## src/rtl/mdio_pkg.sv

```systemverilog
// Shared definitions for the MDIO link poller: bridge address layout, BMSR constants,
// address builder and FSM state types.
package mdio_pkg;

  localparam int ADDR_REG_LSB = 1;
  localparam int ADDR_PHY_LSB = 7;
  localparam int ADDR_BUS_LSB = 12;

  localparam logic [4:0]  BMSR_REG       = 5'd1;
  localparam int          BMSR_LINK_BIT  = 2;
  localparam logic [15:0] ABSENT_PATTERN = 16'hFFFF;

  typedef enum logic [1:0] {P_IDLE, P_ARB, P_XFER, P_NEXT} poll_state_e;
  typedef enum logic [1:0] {A_IDLE, A_SETUP, A_ACCESS} apb_state_e;

  // Bridge address {bus[3:0], phy[4:0], 1'b0, reg[4:0], 1'b0}
  function automatic logic [15:0] mk_paddr(input logic [3:0] bus, input logic [4:0] phy,
                                           input logic [4:0] regad);
    logic [15:0] a;
    a = '0;
    a[ADDR_BUS_LSB +: 4] = bus;
    a[ADDR_PHY_LSB +: 5] = phy;
    a[ADDR_REG_LSB +: 5] = regad;
    return a;
  endfunction

endpackage

```

## src/rtl/mdio_apb_master.sv

```systemverilog
// APB3 transfer sequencer: latches a request on start_i, runs SETUP then ACCESS until
// pready, and flags completion with done_o in the cycle pready is sampled.
module mdio_apb_master
  import mdio_pkg::*;
(
  input  logic        clk,
  input  logic        rst,
  input  logic        start_i,
  input  logic [15:0] addr_i,
  input  logic        wr_i,
  input  logic [15:0] wdata_i,
  output logic        done_o,
  output logic [15:0] rdata_o,
  output logic [15:0] paddr_o,
  output logic        pwrite_o,
  output logic        psel_o,
  output logic        penable_o,
  output logic [15:0] pwdata_o,
  input  logic [15:0] prdata_i,
  input  logic        pready_i
);

  apb_state_e  state_q, state_d;
  logic [15:0] addr_q, wdata_q;
  logic        wr_q;

  always_ff @(posedge clk or posedge rst) begin
    if (rst) begin
      state_q <= A_IDLE;
      addr_q  <= '0;
      wdata_q <= '0;
      wr_q    <= 1'b0;
    end else begin
      state_q <= state_d;
      if (state_q == A_IDLE && start_i) begin
        addr_q  <= addr_i;
        wdata_q <= wdata_i;
        wr_q    <= wr_i;
      end
    end
  end

  always_comb begin
    state_d = state_q;
    done_o  = 1'b0;
    case (state_q)
      A_IDLE:   if (start_i) state_d = A_SETUP;
      A_SETUP:  state_d = A_ACCESS;
      A_ACCESS: begin
        if (pready_i) begin
          done_o  = 1'b1;
          state_d = A_IDLE;
        end
      end
      default:  state_d = A_IDLE;
    endcase
  end

  // Strobes come straight from the state register so rst drops them immediately
  assign psel_o    = (state_q != A_IDLE);
  assign penable_o = (state_q == A_ACCESS);
  assign paddr_o   = addr_q;
  assign pwrite_o  = wr_q;
  assign pwdata_o  = wdata_q;
  assign rdata_o   = prdata_i;

endmodule

```

## src/rtl/mdio_link_poller.sv

```systemverilog
// Autonomous BMSR poller with host pass-through sharing one APB master.
// Optional macro LINK_DEBOUNCE_EN: link_up changes only after two agreeing sweeps.
module mdio_link_poller
  import mdio_pkg::*;
#(
  parameter int                     NUM_PORTS = 5,
  parameter logic [9*NUM_PORTS-1:0] PORT_MAP  = {4'd4, 5'd1, 4'd3, 5'd1, 4'd2, 5'd1,
                                                 4'd1, 5'd1, 4'd0, 5'd1},
  parameter int                     POLL_GAP  = 1000000
) (
  input  logic                 clk,
  input  logic                 rst,
  input  logic                 enable,
  input  logic                 poll_now,
  input  logic                 host_req,
  input  logic                 host_wr,
  input  logic [15:0]          host_addr,
  input  logic [15:0]          host_wdata,
  output logic [15:0]          host_rdata,
  output logic                 host_ack,
  output logic [15:0]          paddr,
  output logic                 pwrite,
  output logic                 psel,
  output logic                 penable,
  output logic [15:0]          pwdata,
  input  logic [15:0]          prdata,
  input  logic                 pready,
  output logic [NUM_PORTS-1:0] link_up,
  output logic [NUM_PORTS-1:0] absent,
  output logic                 link_chg,
  output logic                 irq,
  input  logic                 irq_clr
);

  localparam int IDX_W = (NUM_PORTS > 1) ? $clog2(NUM_PORTS) : 1;

  poll_state_e          state_q, state_d;
  logic [31:0]          gap_q, gap_d;
  logic [IDX_W-1:0]     entry_q, entry_d;
  logic                 read_q, read_d;
  logic                 sweep_q, sweep_d;
  logic                 pending_q, pending_d;
  logic                 host_sel_q, host_sel_d;
  logic                 host_ack_q, host_ack_d;
  logic [15:0]          host_rdata_q, host_rdata_d;
  logic [NUM_PORTS-1:0] link_q, link_d, absent_q, absent_d;
  logic                 link_chg_q, irq_q;

  logic        m_start, m_wr, m_done;
  logic [15:0] m_addr, m_wdata, m_rdata;
  logic        result_vld, res_absent, res_link;
  logic [15:0] port_addr [NUM_PORTS];

  mdio_apb_master u_master (
    .clk       (clk),
    .rst       (rst),
    .start_i   (m_start),
    .addr_i    (m_addr),
    .wr_i      (m_wr),
    .wdata_i   (m_wdata),
    .done_o    (m_done),
    .rdata_o   (m_rdata),
    .paddr_o   (paddr),
    .pwrite_o  (pwrite),
    .psel_o    (psel),
    .penable_o (penable),
    .pwdata_o  (pwdata),
    .prdata_i  (prdata),
    .pready_i  (pready)
  );

  assign res_absent = (m_rdata == ABSENT_PATTERN);
  assign res_link   = m_rdata[BMSR_LINK_BIT] & ~res_absent;

`ifdef LINK_DEBOUNCE_EN
  logic [NUM_PORTS-1:0] cand_q, cand_d;
`endif

  for (genvar gi = 0; gi < NUM_PORTS; gi++) begin : g_port
    logic hit;
    assign port_addr[gi] = mk_paddr(PORT_MAP[gi*9+5 +: 4], PORT_MAP[gi*9 +: 5], BMSR_REG);
    assign hit           = result_vld && (entry_q == IDX_W'(gi));
    assign absent_d[gi]  = hit ? res_absent : absent_q[gi];
`ifdef LINK_DEBOUNCE_EN
    // Candidate holds the previous sweep's reading; a change needs two agreeing sweeps
    assign cand_d[gi] = hit ? res_link : cand_q[gi];
    assign link_d[gi] = (hit && (res_link != link_q[gi]) && (res_link == cand_q[gi]))
                        ? res_link : link_q[gi];
`else
    assign link_d[gi] = hit ? res_link : link_q[gi];
`endif
  end

  always_comb begin
    state_d      = state_q;
    gap_d        = gap_q;
    entry_d      = entry_q;
    read_d       = read_q;
    sweep_d      = sweep_q;
    pending_d    = pending_q | poll_now;
    host_sel_d   = host_sel_q;
    host_ack_d   = 1'b0;
    host_rdata_d = host_rdata_q;
    result_vld   = 1'b0;
    m_start      = 1'b0;
    m_addr       = port_addr[entry_q];
    m_wr         = 1'b0;
    m_wdata      = '0;
    case (state_q)
      P_IDLE: begin
        if (enable && (gap_q == '0 || pending_d)) begin
          sweep_d   = 1'b1;
          entry_d   = '0;
          read_d    = 1'b0;
          pending_d = 1'b0;
          state_d   = P_ARB;
        end else begin
          if (enable) gap_d = gap_q - 32'd1;
          if (host_req) state_d = P_ARB;
        end
      end
      P_ARB: begin
        if (host_req) begin
          m_start    = 1'b1;
          m_addr     = host_addr;
          m_wr       = host_wr;
          m_wdata    = host_wdata;
          host_sel_d = 1'b1;
          state_d    = P_XFER;
        end else if (sweep_q && enable) begin
          m_start    = 1'b1;
          host_sel_d = 1'b0;
          state_d    = P_XFER;
        end else begin
          sweep_d = 1'b0;
          state_d = P_IDLE;
        end
      end
      P_XFER: begin
        if (m_done) begin
          state_d = P_NEXT;
          if (host_sel_q) begin
            host_ack_d   = 1'b1;
            host_rdata_d = pwrite ? 16'h0000 : m_rdata;
          end else if (!read_q) begin
            read_d = 1'b1;
          end else begin
            result_vld = 1'b1;
            read_d     = 1'b0;
            if (entry_q == IDX_W'(NUM_PORTS - 1)) begin
              gap_d   = 32'(POLL_GAP);
              entry_d = '0;
              if (pending_d) pending_d = 1'b0;
              else           sweep_d   = 1'b0;
            end else begin
              entry_d = entry_q + IDX_W'(1);
            end
          end
        end
      end
      P_NEXT:  state_d = (sweep_q || host_req) ? P_ARB : P_IDLE;
      default: state_d = P_IDLE;
    endcase
  end

  always_ff @(posedge clk or posedge rst) begin
    if (rst) begin
      state_q      <= P_IDLE;
      gap_q        <= '0;
      entry_q      <= '0;
      read_q       <= 1'b0;
      sweep_q      <= 1'b0;
      pending_q    <= 1'b0;
      host_sel_q   <= 1'b0;
      host_ack_q   <= 1'b0;
      host_rdata_q <= '0;
      link_q       <= '0;
      absent_q     <= '0;
      link_chg_q   <= 1'b0;
      irq_q        <= 1'b0;
    end else begin
      state_q      <= state_d;
      gap_q        <= gap_d;
      entry_q      <= entry_d;
      read_q       <= read_d;
      sweep_q      <= sweep_d;
      pending_q    <= pending_d;
      host_sel_q   <= host_sel_d;
      host_ack_q   <= host_ack_d;
      host_rdata_q <= host_rdata_d;
      link_q       <= link_d;
      absent_q     <= absent_d;
      link_chg_q   <= |(link_d ^ link_q);
      // Set beats clear when both land in the same cycle
      irq_q        <= link_chg_q | (irq_q & ~irq_clr);
    end
  end

`ifdef LINK_DEBOUNCE_EN
  always_ff @(posedge clk or posedge rst) begin
    if (rst) cand_q <= '0;
    else     cand_q <= cand_d;
  end
`endif

  assign host_rdata = host_rdata_q;
  assign host_ack   = host_ack_q;
  assign link_up    = link_q;
  assign absent     = absent_q;
  assign link_chg   = link_chg_q;
  assign irq        = irq_q;

endmodule

```

## config.mk

```make
export PLATFORM = sky130hd
export DESIGN_NAME = mdio_link_poller
export DESIGN_NICKNAME = d
export VERILOG_FILES = /design/src/rtl/mdio_pkg.sv /design/src/rtl/mdio_apb_master.sv /design/src/rtl/mdio_link_poller.sv
export SDC_FILE = /design/constraint.sdc
export NUM_CORES = 1
export LEC_CHECK = 0
export CAP_MARGIN = 20
export CORE_AREA = 8 8 116 118
export DETAILED_ROUTE_END_ITERATION = 8
export DIE_AREA = 0 0 124 126
export PLACE_DENSITY = 0.81
export SETUP_SLACK_MARGIN = 0.5
export SYNTH_ARGS = -nofsm -noshare
export SYNTH_HDL_FRONTEND = slang
export SYNTH_SLANG_ARGS = --single-unit
```

## constraint.sdc

```tcl
create_clock -name clk -period 3.19 [get_ports clk]
set_input_delay 0.638 -clock clk [delete_from_list [all_inputs] [get_ports clk]]
set_output_delay 0.638 -clock clk [all_outputs]
set_load 0.02 [all_outputs]
```

# Word-level counts from Yosys, hierarchy flattened
# Memories as Yosys holds them, arrays and structs flattened.
# Index checks and enable logic that the tools add are counted.
[op_classes]
addsub = 2
n_mul = 0
div = 0
magnitude_cmp = 1
n_eq_ne = 23
shift = 0
mux = 71
bitwise = 8
reduce_logical = 27
[op_table]
columns = ["operator", "n"]
rows = [
  ["32-bit 2-to-1 mux", 6],
  ["16-bit 2-to-1 mux", 7],
  ["32-bit one-hot mux with 2 select lines", 1],
  ["1-bit 2-to-1 mux", 39],
  ["32-bit zero test", 1],
  ["32-bit by 1-bit subtractor with 32-bit output, second input constant", 1],
  ["2-bit != test, second input constant", 10],
  ["16-bit equality test, second input constant", 1],
  ["3-bit 2-to-1 mux", 5],
  ["2-bit 2-to-1 mux", 7],
  ["9-bit AND reduction", 1],
  ["1-bit logical AND", 8],
  ["2-bit one-hot mux with 4 select lines", 1],
  ["7-bit AND reduction", 1],
  ["2-bit equality test, second input constant", 3],
  ["3-bit by 2-bit equality test with 1-bit output, second input constant", 2],
  ["2-bit one-hot mux with 3 select lines", 1],
  ["3-bit one-hot mux with 2 select lines", 1],
  ["2-bit AND reduction", 3],
  ["2-bit nonzero test", 3],
  ["5-bit AND reduction", 1],
  ["5-bit OR reduction", 1],
  ["5-bit XOR", 1],
  ["2-bit by 1-bit equality test with 1-bit output, second input constant", 2],
  ["other kinds (18)", 25],
]
[totals]
regBits = 105
latchBits = 0
ramBits = 0
romBits = 128
n_memories = 1
[mem_list]
columns = ["memory", "words", "word_bits", "rd", "rd_clocked_by_memory_dff", "wr", "line_no", "rtl"]
rows = [
  ["(no name shown)", 8, 16, 1, 0, 0, "mdio_link_poller.sv:106", "m_addr = port_addr[entry_q];"],
]

# Longest topological paths before layout
[logic_depth]
word_depth = 8
mapped_depth = 9
depth_no_buf = 7

# Cells and area by module
# Synthesis repeated with hierarchy kept, for this count alone.
[hier_totals]
cells_unflattened = 549
area_unflattened_um2 = 5466.5
[by_module_without_submodules]
columns = ["module", "instances", "cells_per_inst", "area_each_um2", "seq_area_each_um2"]
rows = [
  ["mdio_link_poller", 1, 455, 4008.8, 1751.7],
  ["mdio_apb_master", 1, 94, 1457.6, 875.8],
]

# Least setup slack after synthesis
# Ideal clock, no wire load.
[synth_path]
path_kind = "input to register"
from = "input port poll_now"
to = "register gap_q[14]"
setup_ns = 0.138
arrival_time_ns = 1.964
slack_ns = 1.088
cell_stages = 6
path_buffers = 1
cell_sequence = "or3b_2 -> nor3_1 -> o31ai_1 -> clkbuf_1 -> o41ai_1 -> o21ai_0"
[synth_via]
elab_chain_len = 5
[synth_lines]
columns = ["item", "line_no", "rtl"]
rows = [
  ["start, declared", "mdio_link_poller.sv:14", "input logic poll_now,"],
  ["1-bit OR", "mdio_link_poller.sv:100", "pending_d = pending_q | poll_now;"],
  ["1-bit logical OR", "mdio_link_poller.sv:111", "if (enable && (gap_q == '0 || pending_d)) begin"],
  ["1-bit logical AND", "mdio_link_poller.sv:111", ""],
  ["2-bit != test (no line)", "-", ""],
  ["7-bit AND reduction (no line)", "-", ""],
  ["end signal, assigned", "mdio_link_poller.sv:183", "gap_q <= gap_d;"],
  ["end, declared", "mdio_link_poller.sv:38", "logic [31:0] gap_q, gap_d;"],
]
# No other way between the ends.
# A chain may end at the register's enable or synchronous reset.

# Final worst setup path
# Same ends and word-level chain as after synthesis.

==> results.tsv <==
metric	value	unit
Worst-Skew Late Latency	350	ps
PwrDens	883	nW/µm²
total of max-cap violations	0	
setup TNS	0	ps
Hold Violations, Final	0	
CP Capture Type	flop	
Leak	2.96	nW
DR vias	4671	
Vias/cell	6.00	
Crit Path Class	primary input to flop	
H-tree depth	3	
Netlist cell types	63	
CP max-delay cell	or3b_2	
worst path bufs/invs	2	
TritonCTS Buffers	9	
share of flip-flops with an asynchronous set or reset	100	%
Worst path top cell family by delay	simple AND/OR/NAND/NOR gates	
GRT Total Usage	18.7	%
Slew Viols, Final	0	
worst endpoint required time	3410	ps
Layout area overhead	32.4	%
vias in the first global route	4691	
post-DP HPWL	10.4	mm
# setup viols final	0	
root buffer cell	clkbuf_16	
share of layout cells above drive strength 1	9.35	%
largest net degree at the start of global routing	50	
Hold Crit Class	flop to flop	
Tmin final	2520	ps
starting density of the core	44.7	%
worst-path fanout max	10	
clk sink count	105	
post-synthesis cell count	511	
Yosys warnings	0	
post-place setup slack	340	ps
GRT overflow	0	
unrepaired setup endpoints after global routing	false	
placed cell area	6600	µm²
skew final	4.87	ps
Detail Route Antenna Nets	0	
Std-Cell Rows	40	
global-route wire length before repair	23.7	mm
post-DR wirelength/cell	18.8	µm
TritonCTS clock tree	yes	
Max Fclk	0.397	GHz
slew margin rel.	55.4	%
initial antenna violation count	0	
WP data arrival	2740	ps
Ports	120	
Residual DRC	0	
Largest stage delay, worst path	510	ps
clock slew at reported path FFs	70	ps
IO Port Bufs	119	
drt initial violations	533	
Cell Chain, Critical Path	clkdlybuf4s50_1 > or3b_2 > nor3_1 > o31ai_1 > buf_4 > o41ai_1 > o21ai_0	
Setup Buffers After CTS	0	
RD Place Congestion	0.815	
critical path startpoint category	primary input	
Post-synth EDFFs	0	
wirelength, routed	14.6	mm
worst vdd ir	0.498	mV
slew at the pin closest to its max-slew limit	667	ps
diode count	0	
fin crit share	79.0	%
Initial DRT Pass Iterations	5	
Synth Net Count	577	
post-route cell area	6920	µm²
status	finished, final reports clean	
Avg Inst Size Synth	10.2	µm²
#FFs+latches synth	105	
total power	6.11	mW
Mapped Area	5230	µm²
nets	692	
fill cell count	949	
Core Box Area	11700	µm²
die area	15600	µm²
ys flop type	dfrtp_1	
final worst setup slack	670	ps
Clock Tree Buf Depth	2	
sequential area share after synthesis	50.2	%
Die H	126	µm
chip width	124	µm
-- layout by cell type (no fill, tap or decap), types with 4 or more instances in the layout --
| cell | count |
|---|---|
| o221ai_1 | 5 |
| o211ai_1 | 4 |
| nor3_1 | 9 |
| clkbuf_16 | 9 |
| nor4_1 | 9 |
| nand3_1 | 14 |
| nand2_1 | 60 |
| and3_1 | 6 |
| a21oi_1 | 13 |
| a22o_1 | 32 |
| buf_4 | 14 |
| or3_1 | 5 |
| inv_1 | 19 |
| mux2_2 | 13 |
| o31ai_1 | 17 |
| nand3b_1 | 17 |
| ha_1 | 10 |
| nor2_1 | 28 |
| nand4_1 | 9 |
| a31oi_1 | 11 |
| o21ai_0 | 27 |
| clkdlybuf4s50_1 | 119 |
| o22a_1 | 4 |
| nor2b_1 | 4 |
| dfrtp_1 | 105 |
-- final timing paths --
check                           start             to  slack (ps)  depth (start not counted)
setup / recovery             poll_now      gap_q[14]         670                          7
setup reg to reg           state_q[0]     entry_q[0]         670                          8
hold reg to reg              link_chg            irq         460                          1
hold / removal               link_chg            irq         460                          1
max in group asynchronous         rst  host_rdata[2]        1810                          3
min in group asynchronous         rst      gap_q[19]         730                          2
-- flip-flops by register name (all words and copies together), names as in the netlist, 2 cells and up, named ones only --
register / flops
u_master.state_q: 2
host_rdata: 16
absent: 5
u_master.pwdata_o: 16
entry_q: 3
gap_q: 32
u_master.paddr_o: 16
link_up: 5
-- area by class of cell --
type,count,area (µm²),share of cell area [%]
clock buffers,12,256,3.70
flip-flops and latches,105,2630,37.9
repair buffers,135,1340,19.3
inverters,21,82.6,1.19
clock inverters,4,58.8,0.849
multi-input cells,354,2380,34.4
well taps,147,184,2.66
-- Yosys cell counts, types with 3 or more instances --
master,number,area [µm²]
nor2_1,28,105
o211ai_1,4,30.0
buf_6,4,45.0
o31ai_1,17,128
dfrtp_1,105,2630
o41ai_1,3,26.3
nor3_1,9,45.0
o31a_1,3,26.3
nor4_1,9,56.3
o221ai_1,5,43.8
buf_1,3,11.3
o21ai_0,27,135
inv_1,20,75.1
buf_2,3,15.0
a21oi_1,13,65.1
nor2b_1,4,25.0
a22o_1,32,280
o22a_1,4,35.0
nand3_1,14,70.1
nand3b_1,17,128
a31oi_1,11,68.8
o2bb2ai_1,3,26.3
nand4_1,9,56.3
o21a_1,3,22.5
mux2_2,13,146
or3_1,6,37.5
nand2_1,60,225
ha_1,10,125
clkbuf_1,21,78.8
and3_1,6,37.5
-- stage by stage --
step | util (%) | instances | hold WS (ps)
final | 59.1 | 778 | 461
after floorplan | - | 511 | 466
after CTS | 59.1 | 778 | 465
after global routing | 59.1 | 778 | 494
after detailed placement | 56.4 | 762 | 450
after global placement | 56.4 | 762 | 440
-- repair_timing --
action | in CTS | in global routing
resized for setup | 0 | 1
hold buffers | 0 | 0
hold endpoints to repair | 0 | 0
setup endpoints to repair | 0 | 15
-- worst reg2reg max path: stages (launching register included) --
cell and delay [ps]:
dfrtp_1 420, inv_1 140, ha_1 480, buf_4 420
inv_1 120, o21ai_0 180, o41a_1 270, nor2_1 120
mux2_2 270
-- kinds of logic (layout without fill, tap and decap cells) --
| logic type | count (synthesis) | count (layout) | synth area share (%) |
|---|---|---|---|
| compound gates | 149 | 149 | 21.2 |
| fa+ha+maj | 10 | 10 | 2.39 |
| buf+inv | 52 | 172 | 4.38 |
| flops | 105 | 105 | 50.2 |
| mux | 14 | 14 | 2.99 |
| simple gates | 181 | 181 | 18.8 |
-- where the power goes --
| group | internal (mW) | total (mW) | switching, mW |
|---|---|---|---|
| sequential | 1.78 | 2.21 | 0.429 |
| clock | 0.662 | 1.17 | 0.508 |
| combinational | 1.23 | 2.73 | 1.50 |
| total | 3.68 | 6.11 | 2.43 |
-- routing by layer --
layer / global-route usage, % / wire, µm / vias up
li1: - / - / 2141
met1: 22.2 / 5860 / 2303
met2: 31.6 / 7420 / 196
met3: 4.29 / 960 / 31
met4: 8.12 / 371 / 0
met5: 0 / 0 / -
Note: power is estimated with default switching activity, not from simulation.
